`config.mk`:
```
export PLATFORM = sky130hd
export DESIGN_NAME = mmio_responder
export DESIGN_NICKNAME = d
export VERILOG_FILES = /design/src/rtl/mmio_responder_pkg.sv /design/src/rtl/mmio_responder_sync_fifo.sv /design/src/rtl/mmio_responder.sv
export SDC_FILE = /design/constraint.sdc
export NUM_CORES = 1
export LEC_CHECK = 0
export ABC_AREA = 1
export BUFFER_PORTS_ARGS = -buffer_cell sky130_fd_sc_hd__buf_2
export CORE_MARGIN = 2
export CORE_UTILIZATION = 45
export CTS_BUF_LIST = sky130_fd_sc_hd__clkbuf_8
export DETAILED_ROUTE_END_ITERATION = 8
export SLEW_MARGIN = 10
export SYNTH_ARGS = -nofsm -noshare
export SYNTH_HDL_FRONTEND = slang
export SYNTH_SLANG_ARGS = --single-unit
```
`constraint.sdc`:
```
create_clock -name clk -period 5.7 [get_ports clk]
set_clock_uncertainty 0.2 [all_clocks]
set_input_delay 0.855 -clock clk [delete_from_list [all_inputs] [get_ports clk]]
set_output_delay 0.855 -clock clk [all_outputs]
set_load 0.02 [all_outputs]
```
`src/rtl/mmio_responder_pkg.sv`:
```
// Shared definitions for the MMIO responder.
// - register window offsets (low address byte)
// - STATUS register bit positions
// - response struct and byte-enable merge helper
package mmio_responder_pkg;

  localparam logic [7:0] MMIO_TXDATA      = 8'h00;
  localparam logic [7:0] MMIO_STATUS      = 8'h04;
  localparam logic [7:0] MMIO_MTIME_LO    = 8'h08;
  localparam logic [7:0] MMIO_MTIME_HI    = 8'h0C;
  localparam logic [7:0] MMIO_MTIMECMP_LO = 8'h10;
  localparam logic [7:0] MMIO_MTIMECMP_HI = 8'h14;
  localparam logic [7:0] MMIO_EXIT        = 8'h18;

  localparam int ST_FULL      = 0;
  localparam int ST_EMPTY     = 1;
  localparam int ST_COUNT_LSB = 8;
  localparam int ST_COUNT_W   = 8;

  typedef struct packed {
    logic        valid;
    logic [31:0] rdata;
    logic        error;
  } mmio_rsp_t;

  // Replace only the enabled bytes of old with the matching bytes of wdata.
  function automatic logic [31:0] merge_bytes(input logic [31:0] old,
                                              input logic [31:0] wdata,
                                              input logic [3:0]  strb);
    logic [31:0] m;
    m = {{8{strb[3]}}, {8{strb[2]}}, {8{strb[1]}}, {8{strb[0]}}};
    return (old & ~m) | (wdata & m);
  endfunction

endpackage

```
`src/rtl/mmio_responder_sync_fifo.sv`:
```
// Synchronous FIFO with registered head (rdata/rvalid).
// Ports: push/wdata write side (ignored when full), ready pops the head
// when rvalid, full/empty/count reflect current occupancy.
module sync_fifo #(
  parameter int DEPTH = 8,
  parameter int WIDTH = 8
) (
  input  logic                     clk,
  input  logic                     rst,
  input  logic                     push,
  input  logic [WIDTH-1:0]         wdata,
  input  logic                     ready,
  output logic [WIDTH-1:0]         rdata,
  output logic                     rvalid,
  output logic                     full,
  output logic                     empty,
  output logic [$clog2(DEPTH):0]   count
);
  localparam int AW = $clog2(DEPTH);
  localparam int CW = AW + 1;

  logic [WIDTH-1:0] mem [DEPTH];
  logic [AW-1:0]    rd_ptr, wr_ptr, nxt_rd;
  logic [CW-1:0]    nxt_cnt;
  logic [WIDTH-1:0] head;
  logic             do_push, do_pop;

  assign full    = count == CW'(DEPTH);
  assign empty   = count == '0;
  assign do_push = push && !full;
  assign do_pop  = rvalid && ready;

  // Next head: bypass the incoming byte when it lands in the slot that
  // becomes the head (push into an empty or just-drained FIFO).
  always_comb begin
    nxt_rd  = rd_ptr + AW'(do_pop);
    nxt_cnt = count + CW'(do_push) - CW'(do_pop);
    head    = (do_push && wr_ptr == nxt_rd) ? wdata : mem[nxt_rd];
  end

  always_ff @(posedge clk) begin
    if (do_push) mem[wr_ptr] <= wdata;
  end

  always_ff @(posedge clk or negedge rst) begin
    if (!rst) begin
      rd_ptr <= '0;
      wr_ptr <= '0;
      count  <= '0;
      rdata  <= '0;
      rvalid <= 1'b0;
    end else begin
      rd_ptr <= nxt_rd;
      wr_ptr <= wr_ptr + AW'(do_push);
      count  <= nxt_cnt;
      rvalid <= nxt_cnt != '0;
      if (nxt_cnt != '0) rdata <= head;
    end
  end

endmodule

```
`src/rtl/mmio_responder.sv`:
```
// MMIO target on the CPU data port: console TX FIFO, 64-bit machine timer
// with compare interrupt, and a simulation exit register.
// Ports: req_* request channel (valid/ready), rsp_* one-cycle response,
// tx_* console byte stream, timer_irq, halt/exit_code.
module mmio_responder import mmio_responder_pkg::*; #(
  parameter int DEPTH      = 8,
  parameter int ADDR_WIDTH = 32
) (
  input  logic                  clk,
  input  logic                  rst,
  input  logic                  req_valid,
  output logic                  req_ready,
  input  logic                  req_write,
  input  logic [ADDR_WIDTH-1:0] req_addr,
  input  logic [31:0]           req_wdata,
  input  logic [3:0]            req_wstrb,
  output logic                  rsp_valid,
  output logic [31:0]           rsp_rdata,
  output logic                  rsp_error,
  output logic                  tx_valid,
  input  logic                  tx_ready,
  output logic [7:0]            tx_data,
  output logic                  timer_irq,
  output logic                  halt,
  output logic [31:0]           exit_code
);
  logic [7:0]            off;
  logic                  acc, wr, push, mapped;
  logic [31:0]           rd_val;
  logic [63:0]           mtime, mtimecmp;
  mmio_rsp_t             rsp;
  logic                  fifo_full, fifo_empty;
  logic [$clog2(DEPTH):0] fifo_count;
  logic                  unused_addr;

  assign off         = req_addr[7:0];
  assign unused_addr = ^req_addr[ADDR_WIDTH-1:8];

  // Only a byte-0 TXDATA store into a full FIFO stalls; rst gates ready low
  // while reset is held.
  assign req_ready = rst && !halt &&
                     !(req_write && off == MMIO_TXDATA && req_wstrb[0] && fifo_full);
  assign acc  = req_valid && req_ready;
  assign wr   = acc && req_write;
  assign push = wr && off == MMIO_TXDATA && req_wstrb[0];

  // Every mapped offset has addr[1:0]==0, so misaligned addresses fall to default.
  always_comb begin
    rd_val = '0;
    mapped = 1'b1;
    case (off)
      MMIO_TXDATA: rd_val = '0;
      MMIO_STATUS: begin
        rd_val[ST_FULL]                        = fifo_full;
        rd_val[ST_EMPTY]                       = fifo_empty;
        rd_val[ST_COUNT_LSB +: ST_COUNT_W]     = ST_COUNT_W'(fifo_count);
      end
      MMIO_MTIME_LO:    rd_val = mtime[31:0];
      MMIO_MTIME_HI:    rd_val = mtime[63:32];
      MMIO_MTIMECMP_LO: rd_val = mtimecmp[31:0];
      MMIO_MTIMECMP_HI: rd_val = mtimecmp[63:32];
      MMIO_EXIT:        rd_val = exit_code;
      default:          mapped = 1'b0;
    endcase
  end

  always_ff @(posedge clk or negedge rst) begin
    if (!rst) begin
      mtime     <= '0;
      mtimecmp  <= '1;
      halt      <= 1'b0;
      exit_code <= '0;
      timer_irq <= 1'b0;
      rsp       <= '0;
    end else begin
      if (!halt) begin
        // A half being written takes the store value instead of counting;
        // a lo write also drops that cycle's carry into hi.
        if (wr && off == MMIO_MTIME_LO)
          mtime[31:0] <= merge_bytes(mtime[31:0], req_wdata, req_wstrb);
        else if (wr && off == MMIO_MTIME_HI) begin
          mtime[63:32] <= merge_bytes(mtime[63:32], req_wdata, req_wstrb);
          mtime[31:0]  <= mtime[31:0] + 32'd1;
        end else
          mtime <= mtime + 64'd1;
      end
      if (wr && off == MMIO_MTIMECMP_LO)
        mtimecmp[31:0] <= merge_bytes(mtimecmp[31:0], req_wdata, req_wstrb);
      if (wr && off == MMIO_MTIMECMP_HI)
        mtimecmp[63:32] <= merge_bytes(mtimecmp[63:32], req_wdata, req_wstrb);
      if (wr && off == MMIO_EXIT) begin
        halt      <= 1'b1;
        exit_code <= req_wdata;
      end
      timer_irq <= mtime >= mtimecmp;
      rsp.valid <= acc;
      rsp.rdata <= (acc && !req_write && mapped) ? rd_val : '0;
      rsp.error <= acc && !mapped;
    end
  end

  assign rsp_valid = rsp.valid;
  assign rsp_rdata = rsp.rdata;
  assign rsp_error = rsp.error;

  sync_fifo #(.DEPTH(DEPTH), .WIDTH(8)) u_txq (
    .clk    (clk),
    .rst    (rst),
    .push   (push),
    .wdata  (req_wdata[7:0]),
    .ready  (tx_ready),
    .rdata  (tx_data),
    .rvalid (tx_valid),
    .full   (fifo_full),
    .empty  (fifo_empty),
    .count  (fifo_count)
  );

endmodule

```
# After elaboration in Yosys (flattened, before gate mapping)
# Memories as Yosys holds them, arrays and structs flattened. A register that Yosys moved wholly into a read port is not among the register bits.
# Cells that the tools add are included.
[totals]
ff_bits = 207
ram_bits = 64
in_bits = 73
out_inout_bits = 78
word_cells = 81
mem_count = 1
[classes]
addsub = 6
order_cmp = 1
eq_ne = 7
muxes = 10
bitwise = 12
reduce_logical = 30
[mem_list]
columns = ["name", "words", "width", "rd", "rd_ports_with_merged_regs", "write_ports", "line", "source"]
rows = [
  ["u_txq.mem", 8, 8, 1, 1, 1, "mmio_responder_sync_fifo.sv:22", "logic [WIDTH-1:0] mem [DEPTH];"],
]
[op_table]
columns = ["cell", "count"]
rows = [
  ["32-bit AND", 5],
  ["32-bit OR", 4],
  ["16-bit case mux with 5 select lines", 1],
  ["64-bit by 1-bit adder with 64-bit output (second input constant)", 1],
  ["64-bit greater-or-equal comparator", 1],
  ["32-bit 2-to-1 mux", 2],
  ["64-bit 2-to-1 mux", 1],
  ["8-bit case mux with 6 select lines", 1],
  ["32-bit by 1-bit adder with 32-bit output (second input constant)", 1],
  ["32-bit NOT", 1],
  ["6-bit case mux with 5 select lines", 1],
  ["8-bit by 5-bit == test with 1-bit output (second input constant)", 3],
  ["1-bit logical AND", 19],
  ["8-bit by 4-bit == test with 1-bit output (second input constant)", 2],
  ["2-bit case mux with 6 select lines", 1],
  ["8-bit by 3-bit == test with 1-bit output (second input constant)", 1],
  ["8-bit zero test", 1],
  ["7-bit OR reduction", 1],
  ["3-bit by 1-bit adder with 3-bit output", 2],
  ["1-bit zero test", 6],
  ["4-bit by 1-bit adder with 4-bit output", 1],
  ["4-bit == test (second input constant)", 1],
  ["4-bit zero test", 1],
  ["4-bit nonzero test", 1],
  ["4 further kinds", 7],
]

# Depth between registers and ports, before layout
[depth]
word_depth = 14
depth_mapped = 17
mapped_depth_nobuf = 16

# Modules after synthesis
# From an unflattened synthesis, not the netlist that was laid out.
[unflattened]
hier_cells = 2315
hier_area_um2 = 16821.1
[modules_own_cells]
columns = ["mod", "instances", "cells_each", "area_per_inst_um2", "seq_area_each_um2"]
rows = [
  ["mmio_responder", 1, 1898, 12893.6, 4984.8],
  ["sync_fifo", 1, 417, 3927.5, 2397.3],
]

# Worst setup path before layout
# OpenSTA, ideal clock, no wires.
[synth_path]
kind = "input-to-reg"
start = "input port req_addr[0]"
end = "register u_txq.rdata[0] (read register of u_txq.mem)"
setup_ns = 0.065
arrival_ns = 3.104
t_required_ns = 5.435
path_slack_ns = 2.331
cell_stages = 15
n_path_buf = 1
cell_sequence = "inv_1 > nand2_1 > nor2_1 > inv_1 > nor3_1 > nand4_1 > clkbuf_1 > inv_1 > ha_1 > fa_1 > nor3_1 > nand3_1 > inv_1 > nand2_1 > nand2_1"
[synth_between]
elab_chain_cells = 14
[synth_lines]
columns = ["element", "line", "source"]
rows = [
  ["start, declared", "mmio_responder.sv:14", "input logic [ADDR_WIDTH-1:0] req_addr,"],
  ["8-bit zero test (*)", "mmio_responder.sv:42, mmio_responder.sv:45", ""],
  ["1-bit logical AND (3 in series)", "mmio_responder.sv:42", "!(req_write && off == MMIO_TXDATA && req_wstrb[0] && fifo_full);"],
  ["1-bit zero test", "mmio_responder.sv:42", ""],
  ["1-bit logical AND", "mmio_responder.sv:41", "assign req_ready = rst && !halt &&"],
  ["1-bit logical AND", "mmio_responder.sv:43", "assign acc = req_valid && req_ready;"],
  ["1-bit logical AND", "mmio_responder.sv:44", "assign wr = acc && req_write;"],
  ["1-bit logical AND (*) (2 in series)", "mmio_responder.sv:45", "assign push = wr && off == MMIO_TXDATA && req_wstrb[0];"],
  ["1-bit logical AND (*)", "mmio_responder_sync_fifo.sv:30", "assign do_push = push && !full;"],
  ["4-bit by 1-bit adder with 4-bit output (*)", "mmio_responder_sync_fifo.sv:37", "nxt_cnt = count + CW'(do_push) - CW'(do_pop);"],
  ["4-bit by 1-bit subtractor with 4-bit output (*)", "mmio_responder_sync_fifo.sv:37", ""],
  ["net u_txq.nxt_cnt[1]", "mmio_responder_sync_fifo.sv:24", "logic [CW-1:0] nxt_cnt;"],
  ["4-bit nonzero test (*)", "mmio_responder_sync_fifo.sv:57", "if (nxt_cnt != '0) rdata <= head;"],
  ["end, declared", "mmio_responder_sync_fifo.sv:13", "output logic [WIDTH-1:0] rdata,"],
]
# The timed path passes the listed nets; every way through them passes the cells marked *.
# A chain may end at the register's enable or synchronous reset.

# Worst setup path in the final report
[layout_path]
start = "input port rst"
end = "register u_txq.rdata[0] (read register of u_txq.mem)"
[layout_between]
elab_chain_cells = 10
[layout_lines]
columns = ["element", "line", "source"]
rows = [
  ["start, declared", "mmio_responder.sv:10", "input logic rst,"],
  ["1-bit logical AND (2 in series)", "mmio_responder.sv:41", ""],
  ["1-bit logical AND", "mmio_responder.sv:43", ""],
  ["1-bit logical AND", "mmio_responder.sv:44", ""],
  ["1-bit logical AND (2 in series)", "mmio_responder.sv:45", ""],
  ["1-bit logical AND", "mmio_responder_sync_fifo.sv:30", ""],
  ["4-bit by 1-bit adder with 4-bit output", "mmio_responder_sync_fifo.sv:37", ""],
  ["4-bit by 1-bit subtractor with 4-bit output", "mmio_responder_sync_fifo.sv:37", ""],
  ["net u_txq.nxt_cnt[1]", "mmio_responder_sync_fifo.sv:24", ""],
  ["4-bit nonzero test", "mmio_responder_sync_fifo.sv:57", ""],
]
# The timed path passes the listed nets, and every way through them passes these cells.

==> metrics.cfg <==
[run_status]
status=finished clean

[critical_path]
crit_path_start_kind=primary input
path_common_cell=inv_1
crit_path_end_kind=flip-flop
arrival_ns=4.74
critPathMaxStageDelay_ns=0.56
cp-startpoint=rst
crit_required_ns=6.11
ff2ff_path_depth=12
path_cells=dlygate4sd3_1 -> buf_8 -> inv_1 -> nor2_1 -> nand4_1 -> inv_1 -> ha_1 -> fa_1 -> nor3_1 -> nand3_1 -> inv_1 -> nand2_1 -> nand2_1
crit_fanout=31
reg2reg_from=u_txq.count[2]
critical_path_class=primary input to flip-flop
rrSetupSlack_ns=1.98
cpMaxStageDelayCell=dlygate4sd3_1
rr_endpoint=u_txq.rdata[0]

[sta]
slew_viol_final=0
tightest_slew_ns=1.13
timing.final.crit_share=0.761
hold_viol=0
maxSlewHeadroom=0.240
finalCriticalPeriod_ns=4.34
rsz0062_at_grt=no
setup-tns-final_ns=0
timing.hold.ws_ns=0.275
maxClockFrequency_mhz=231
setup_viol=0

[finish]
fin_nets=2491
drive_gt1_frac=0.131
final_design_area_no_fill_um2=18500
num_antenna_cells=0
area_growth_pct=12.9
fill_cells=3599
final_cells=2845

[power_and_ir_drop]
finalPower_w=0.00505
max-vdd-ir-drop_uv=157
leakage_nw=8.49
p_per_area_nw_per_um2=273

[die]
die_y_um=195
die_w_um=195
core_um2=35700
io_pins=151
start_util=0.458
rows=69
dieArea_um2=38000

[worst_hold_path]
hp-class=flip-flop to flip-flop
hold_depth=2

[clock_network]
cts.sinks=279
post_cts_resized=0
worst_skew_pair.late_latency_ns=0.66
htree_levels=2
path_clk_slew_ns=0.07
cts_buffers=50
cts-root-buf=clkbuf_8
cts_buffer_depth=3
cts_tree=built

[grt]
grtUsageTotal=0.294
grt_max_degree=65
grt_first_pass_wirelength_mm=85.5
gr-total-overflow=0
grt_pass1_vias=14979
antenna_found_initial=0

[synthesis]
synth_area_um2=16400
synth_nets=2353
yosysSeqAreaShare=0.450
yosys_warnings=0
synth_area_per_cell_um2=7.44
ys_seq_elements=279
synth-main-ff-cell=dfrtp_1
yosysUniqueCellTypes=50
syn_inst=2204
synth_edf_count=64
async_flop_share=0.771

[detailed_routing]
drc=0
postRouteAntennaNets=0
drtPass1Iterations=6
viasPerCell=5.36
routed_wl_mm=55.3
initialDrtViolationCount=1061
vias=15239
wl_per_cell_um=19.4

[placed_design]
place_congestion=1.05
io_buffer_count=126
placed_cells=2750
hpwl_mm=41.0
placed_cell_area_um2=17500

[job]
drv_cap=0

-- layer usage --
layer / track usage / up-vias / wire length [um]
li1: - / 7388 / -
met1: 0.403 / 7269 / 25000
met2: 0.478 / 480 / 25400
met3: 0.0371 / 102 / 3060
met4: 0.108 / 0 / 1760
met5: 0 / - / 0
-- repair_timing --
action	4_1_cts	5_1_grt
setup buffers	0	0
hold endpoints to repair	17	0
hold buffers	1	0
-- worst max-delay path by stage --
stage | cells past startpoint | slack (ns) | to
after CTS | 13 | 1.47 | u_txq.rdata[0]
after global routing | 13 | 1.11 | u_txq.rdata[3]
final | 13 | 1.36 | u_txq.rdata[0]
after detailed placement | 15 | 1.26 | u_txq.rdata[0]
after floorplan | 15 | 2.33 | u_txq.rdata[0]
after global placement | 15 | 1.36 | u_txq.rdata[3]
-- report_power, final --
part | leakage [nW] | internal [W] | switching, W
clock network | 0.562 | 0.000984 | 0.000905
logic | 4.80 | 0.000319 | 0.000695
registers | 3.13 | 0.00211 | 0.0000331
-- cells in the final DEF (no fill, tap or decap), types with 3 or more instances in the layout --
master | Yosys | layout
o221ai_1 | 17 | 17
xor2_1 | 27 | 27
nor3_1 | 18 | 18
clkinv_1 | 1 | 9
buf_2 | 29 | 125
buf_4 | 2 | 24
o21ai_1 | 12 | 12
o21bai_1 | 10 | 10
o2111ai_1 | 3 | 3
o21ai_0 | 166 | 166
dfstp_2 | 64 | 64
edfxtp_1 | 64 | 64
xnor2_1 | 9 | 9
a31oi_1 | 3 | 3
clkinv_2 | 0 | 11
nor2_2 | 8 | 9
clkinvlp_4 | 0 | 3
nor2_1 | 191 | 190
inv_1 | 220 | 233
nand4_1 | 24 | 24
clkbuf_8 | 0 | 54
nand2_1 | 850 | 849
o22ai_1 | 6 | 6
dfrtp_1 | 151 | 151
a21oi_1 | 45 | 45
a22oi_1 | 6 | 6
nand3_1 | 135 | 135
o21a_1 | 4 | 4
ha_1 | 75 | 75
inv_2 | 4 | 4
-- critical path, delay by kind of cell --
| kind | cells | cell delay, ns |
|---|---|---|
| AND/OR/NAND/NOR | 6 | 1.53 |
| buffers and inverters | 5 | 1.65 |
| adder cells (fa/ha/maj) | 2 | 0.68 |
-- area by class of cell --
| class | instances | area (um^2) | share of cell area |
|---|---|---|---|
| well taps | 461 | 577 | 0.0312 |
| multi-input cells | 1635 | 7870 | 0.425 |
| repair buffers | 151 | 831 | 0.0449 |
| clock inverters | 40 | 260 | 0.0141 |
| flip-flops and latches | 279 | 7380 | 0.399 |
| clock buffers | 54 | 743 | 0.0402 |
| inverters | 225 | 845 | 0.0456 |
-- metrics by stage --
| step | setup slack [ns] | util |
|---|---|---|
| floorplan | 2.33 | - |
| global placement | 1.36 | 0.489 |
| CTS | 1.47 | 0.518 |
| detailed placement | 1.26 | 0.489 |
| global route | 1.11 | 0.518 |
| finish | 1.36 | 0.518 |
-- synthesized netlist by cell type, types with 2 or more instances --
cell type	number	area, um^2
nand2_1	850	3190
inv_1	220	826
nor2_1	191	717
o21ai_0	166	831
dfrtp_1	151	3780
nand3_1	135	676
ha_1	75	938
dfstp_2	64	1680
edfxtp_1	64	1920
a21oi_1	45	225
clkbuf_1	32	120
buf_2	29	145
xor2_1	27	236
nand4_1	24	150
nor3_1	18	90.1
o221ai_1	17	149
o21ai_1	12	60.1
o21bai_1	10	75.1
xnor2_1	9	78.8
nor2_2	8	50.1
a22oi_1	6	45.0
o22ai_1	6	37.5
inv_2	4	15.0
o21a_1	4	30.0
a31oi_1	3	18.8
o2111ai_1	3	26.3
a21o_1	2	15.0
buf_4	2	15.0
nand2_4	2	22.5
nand3_2	2	20.0
nor2_4	2	22.5
o31ai_1	2	15.0
or2_2	2	12.5
-- logic make-up after synthesis --
group / synth area share
and+or+nand+nor: 0.306
buffers and inverters: 0.0696
AOI/OAI and AO/OA: 0.0954
DFF: 0.450
adders and majority gates: 0.0585
xor gates and xnor gates: 0.0202
Power figures use the tool's default switching activity.
